`src/rtl/bus_fabric.sv`:
```
// rtl/bus_fabric.sv - one-hot source bus with keeper, contention fault FSM and transfer/contention counters
// Defining BUS_FABRIC_TRACE_EN adds o_lastSrc/o_lastSrcValid tracking of the most recent single driver.
module bus_fabric #(
  parameter int DATA_WIDTH = 8,
  parameter int N_SRC      = 5,
  parameter int N_DST      = 6,
  parameter int CNT_WIDTH  = 16,
  localparam int SRC_IDX_W = (N_SRC > 1) ? $clog2(N_SRC) : 1
) (
  input  logic                        i_clk,
  input  logic                        i_reset,
  input  logic [N_SRC*DATA_WIDTH-1:0] i_srcData,
  input  logic [N_SRC-1:0]            i_srcOe,
  input  logic [N_DST-1:0]            i_dstWr,
  input  logic                        i_faultClr,
  output logic [DATA_WIDTH-1:0]       o_bus,
  output logic [DATA_WIDTH-1:0]       o_busQ,
  output logic [N_DST-1:0]            o_dstWr,
  output logic                        o_contention,
  output logic                        o_fault,
  output logic [N_SRC-1:0]            o_faultSrc,
  output logic [CNT_WIDTH-1:0]        o_xferCnt,
`ifdef BUS_FABRIC_TRACE_EN
  output logic [SRC_IDX_W-1:0]        o_lastSrc,
  output logic                        o_lastSrcValid,
`endif
  output logic [CNT_WIDTH-1:0]        o_contCnt
);

  typedef enum logic {ST_OK, ST_FAULT} state_t;

  logic [DATA_WIDTH-1:0] sel_data;
  logic                  any_oe;
  logic                  multi_oe;
  logic                  single_oe;

  logic [DATA_WIDTH-1:0] keeper_d, keeper_q;
  logic [DATA_WIDTH-1:0] bus_q_d, bus_q_q;
  logic [CNT_WIDTH-1:0]  xfer_cnt_d, xfer_cnt_q;
  logic [CNT_WIDTH-1:0]  cont_cnt_d, cont_cnt_q;

  state_t                state_q;
  logic                  fault_q;
  logic [N_SRC-1:0]      fault_src_q;

  // Scan downward so the lowest enabled index wins under contention.
  always_comb begin
    sel_data = '0;
    for (int k = N_SRC - 1; k >= 0; k--) begin
      if (i_srcOe[k]) begin
        sel_data = i_srcData[k*DATA_WIDTH +: DATA_WIDTH];
      end
    end
  end

  assign any_oe    = |i_srcOe;
  assign multi_oe  = |(i_srcOe & (i_srcOe - N_SRC'(1)));
  assign single_oe = any_oe & ~multi_oe;

  assign o_bus        = any_oe ? sel_data : keeper_q;
  assign o_contention = multi_oe;
  assign o_dstWr      = multi_oe ? '0 : i_dstWr;

  always_comb begin
    keeper_d   = single_oe ? o_bus : keeper_q;
    bus_q_d    = o_bus;
    xfer_cnt_d = xfer_cnt_q;
    if (single_oe && (|i_dstWr)) begin
      xfer_cnt_d = xfer_cnt_q + CNT_WIDTH'(1);
    end
    cont_cnt_d = cont_cnt_q;
    if (multi_oe && (cont_cnt_q != {CNT_WIDTH{1'b1}})) begin
      cont_cnt_d = cont_cnt_q + CNT_WIDTH'(1);
    end
  end

  always_ff @(posedge i_clk) begin
    if (i_reset) begin
      keeper_q   <= '0;
      bus_q_q    <= '0;
      xfer_cnt_q <= '0;
      cont_cnt_q <= '0;
    end else begin
      keeper_q   <= keeper_d;
      bus_q_q    <= bus_q_d;
      xfer_cnt_q <= xfer_cnt_d;
      cont_cnt_q <= cont_cnt_d;
    end
  end

  // Re-contention takes priority over a clear request while faulted.
  always_ff @(posedge i_clk) begin
    if (i_reset) begin
      state_q     <= ST_OK;
      fault_q     <= 1'b0;
      fault_src_q <= '0;
    end else begin
      case (state_q)
        ST_OK: begin
          if (multi_oe) begin
            state_q     <= ST_FAULT;
            fault_q     <= 1'b1;
            fault_src_q <= i_srcOe;
          end
        end
        ST_FAULT: begin
          if (multi_oe) begin
            fault_src_q <= i_srcOe;
          end else if (i_faultClr) begin
            state_q <= ST_OK;
            fault_q <= 1'b0;
          end
        end
        default: begin
          state_q <= ST_OK;
          fault_q <= 1'b0;
        end
      endcase
    end
  end

  assign o_busQ     = bus_q_q;
  assign o_fault    = fault_q;
  assign o_faultSrc = fault_src_q;
  assign o_xferCnt  = xfer_cnt_q;
  assign o_contCnt  = cont_cnt_q;

`ifdef BUS_FABRIC_TRACE_EN
  logic [SRC_IDX_W-1:0] sel_idx;
  logic [SRC_IDX_W-1:0] last_src_d, last_src_q;
  logic                 last_valid_d, last_valid_q;

  always_comb begin
    sel_idx = '0;
    for (int k = N_SRC - 1; k >= 0; k--) begin
      if (i_srcOe[k]) begin
        sel_idx = SRC_IDX_W'(k);
      end
    end
    last_src_d   = single_oe ? sel_idx : last_src_q;
    last_valid_d = last_valid_q | single_oe;
  end

  always_ff @(posedge i_clk) begin
    if (i_reset) begin
      last_src_q   <= '0;
      last_valid_q <= 1'b0;
    end else begin
      last_src_q   <= last_src_d;
      last_valid_q <= last_valid_d;
    end
  end

  assign o_lastSrc      = last_src_q;
  assign o_lastSrcValid = last_valid_q;
`endif

endmodule

```
`config.mk`:
```
export PLATFORM = sky130hd
export DESIGN_NAME = bus_fabric
export DESIGN_NICKNAME = d
export VERILOG_FILES = /design/src/rtl/bus_fabric.sv
export SDC_FILE = /design/constraint.sdc
export NUM_CORES = 1
export LEC_CHECK = 0
export CAP_MARGIN = 20
export CORE_MARGIN = 3
export CORE_UTILIZATION = 40
export DETAILED_ROUTE_END_ITERATION = 6
export HOLD_SLACK_MARGIN = 0.1
export PLACE_DENSITY = 0.85
export SLEW_MARGIN = 0
export SYNTH_ARGS = -nofsm -noshare
export SYNTH_HDL_FRONTEND = slang
export SYNTH_SLANG_ARGS = --single-unit
```
`constraint.sdc`:
```
create_clock -name i_clk -period 6.3 [get_ports i_clk]
set_input_delay 1.26 -clock i_clk [delete_from_list [all_inputs] [get_ports i_clk]]
set_output_delay 1.26 -clock i_clk [all_outputs]
set_load 0.03 [all_outputs]
```
==> impl_metrics.py <==
metrics = {
    "cells_and_area": {
        "fin_area_sq_um": 4070,
        "fin_nets": 487,
        "layout.cells.non_filler": 525,
        "drive_gt1_frac": 0.0509,
        "num_antenna_cells": 0,
        "area_growth_pct": 46.1,
    },
    "logic_synthesis": {
        "synthArstFlopShare": 0,
        "syn_avg_cell_area_sq_um": 8.40,
        "syn_inst": 332,
        "yosysSeqAreaShare": 0.395,
        "synthFlopType": "dfxtp_1",
        "synth_fp_nets": 388,
        "synth_edf_count": 0,
        "yosys_register_bits": 55,
        "synth_cell_types": 43,
        "netlist_area_sq_um": 2790,
        "synth_most_common_cell": "dfxtp_1",
        "synth_warnings": 0,
        "synth_top_cell_area_share": 0.395,
        "synth_area_leaders": "dfxtp_1, a21oi_1, nor2b_1",
        "synth.top_cells.by_count": "dfxtp_1, nor2_1, a21oi_1",
        "yosys.area.top_type": "dfxtp_1",
    },
    "drt": {
        "drt-total-wl_mm": 8.21,
        "drtAntennaViolNets": 0,
        "num_vias": 2911,
        "post_drt_wl_per_cell_um": 15.6,
        "first_pass_iters": 4,
        "vias_per_cell": 5.54,
        "drt_iter0_drc": 218,
        "drc_errors": 0,
    },
    "sta": {
        "drv_slew": 0,
        "rsz0062_at_grt": "false",
        "maxSlewHeadroom": 0.315,
        "finalSetupTns_ps": 0,
        "holdWs_ps": 461,
        "final-setup-viol-count": 0,
        "period_share": 0.862,
        "fin_crit_ps": 5430,
        "hold_violations": 0,
        "fmax_mhz": 184,
        "worst_slew_pin_slew_ps": 1030,
        "skew_ps": 5.47,
    },
    "clocking": {
        "cts_buffer_depth": 2,
        "h-tree-depth": 2,
        "cts-root-buf": "clkbuf_8",
        "path_clk_slew_ps": 100,
        "clock_latency_ps": 300,
        "cts_num_sinks": 55,
        "hold_buffers": 0,
        "post_cts_buffers": 0,
        "cts-resized-gates": 0,
        "cts_buffers": 5,
        "cts_tree": "done",
    },
    "worst_setup_path": {
        "required_ps": 5040,
        "crit_type": "input pin to output port",
        "cp_max_fo": 18,
        "worstSetupEndpointType": "output port",
        "critPathArrivalTime_ps": 4170,
        "start_kind": "input pin",
    },
    "global_route": {
        "grt_pass1_vias": 2739,
        "antenna_found_initial": 0,
        "grt_pass1_wl_mm": 12.8,
        "overflow": 0,
        "track_usage": 0.202,
        "grt_max_degree": 57,
    },
    "run": {
        "cap_violations": 0,
    },
    "status": {
        "outcome": "complete, no violations",
    },
    "floorplanning": {
        "num_rows": 29,
        "io_pins": 115,
        "initial_core_util": 0.425,
        "core-area_sq_um": 6570,
        "die-area_sq_um": 8010,
        "die_y_um": 89.5,
        "dieWidth_um": 89.5,
    },
    "placement": {
        "placed_cell_area_sq_um": 3950,
        "gp_congestion": 0.991,
        "dp.cells": 517,
        "place_hpwl_mm": 6.23,
        "port_buffers": 114,
    },
    "power_and_ir_drop": {
        "p_leak_nw": 1.34,
        "ir_worst_vdd_v": 0.000101,
        "p_per_area_nw_per_um2": 195,
        "power.total_mw": 0.793,
    },
    "worst_hold_path": {
        "hold_path.class": "flop to flop",
    },
}
## cell families after synthesis
kind of cell    after synthesis  synth area share
compound gates               83             0.194
xor+xnor                     11            0.0345
fa+ha+maj                     4            0.0161
buf+inv                      27            0.0399
flops                        55             0.395
mux                          17            0.0646
simple gates                135             0.256
## registers in the layout, indices dropped and copies added, names as in the netlist
| name | cells |
|---|---|
| o_busQ | 8 |
| keeper_q | 8 |
| o_fault | 1 |
| state_q | 1 |
| o_contCnt | 16 |
| o_xferCnt | 16 |
| o_faultSrc | 5 |
## placed cells by master, fill, tap and decap left out, types with 9 or more instances in the layout
master,instances
o21ai_0,13
clkdlybuf4s50_1,113
nor2_1,27
nor2b_1,18
nand3_1,11
mux2i_1,9
a22oi_1,9
nand2_1,23
a21oi_1,26
or3_1,9
xnor2_1,10
nor4_1,9
dfxtp_1,55
o31ai_1,14
## per-stage QoR
step | setup WS [ps] | utilization
final | 867 | 0.620
after global routing | 642 | 0.620
after CTS | 863 | 0.620
after detailed placement | 867 | 0.602
after global placement | 940 | 0.602
after floorplan | 2380 | -
## power breakdown
group	total, mW	internal [mW]	switching [mW]	leakage [nW]
Combinational	0.175	0.0841	0.0913	0.827
Clock	0.248	0.131	0.117	0.0618
Sequential	0.370	0.361	0.00906	0.448
Total	0.793	0.576	0.218	1.34
## worst max-delay path: stages
cell and delay (ps):
clkdlybuf4s50_1 720, or2_2 550, or4_1 640, mux2_2 330, clkdlybuf4s50_1 680
## cell type report
| type | count | area, sq um |
|---|---|---|
| Timing Repair Buffer | 115 | 1140 |
| Clock buffer | 6 | 82.6 |
| Multi-Input combinational cell | 250 | 1580 |
| Inverter | 4 | 15.0 |
| Tap cell | 93 | 116 |
| Sequential cell | 55 | 1100 |
| Clock inverter | 2 | 38.8 |
| Fill cell | 565 | 2490 |
## per-layer routing
layer  GRT usage  vias up  part of all wire
met2       0.350      116              0.50
met3      0.0295       22             0.051
met5           0        -                 0
li1            -     1420                 -
met4      0.0839        0             0.029
met1       0.248     1353              0.42
## worst paths after layout
kind,depth (start not counted),start,to,slack [ps]
hold reg to reg,2,o_faultSrc[4],o_faultSrc[4],460
setup / recovery,5,i_srcOe[0],o_bus[1],870
hold / removal,2,o_faultSrc[4],o_faultSrc[4],460
setup reg to reg,5,o_contCnt[3],o_contCnt[15],4140
No activity file was read; power rests on OpenSTA's default activity.
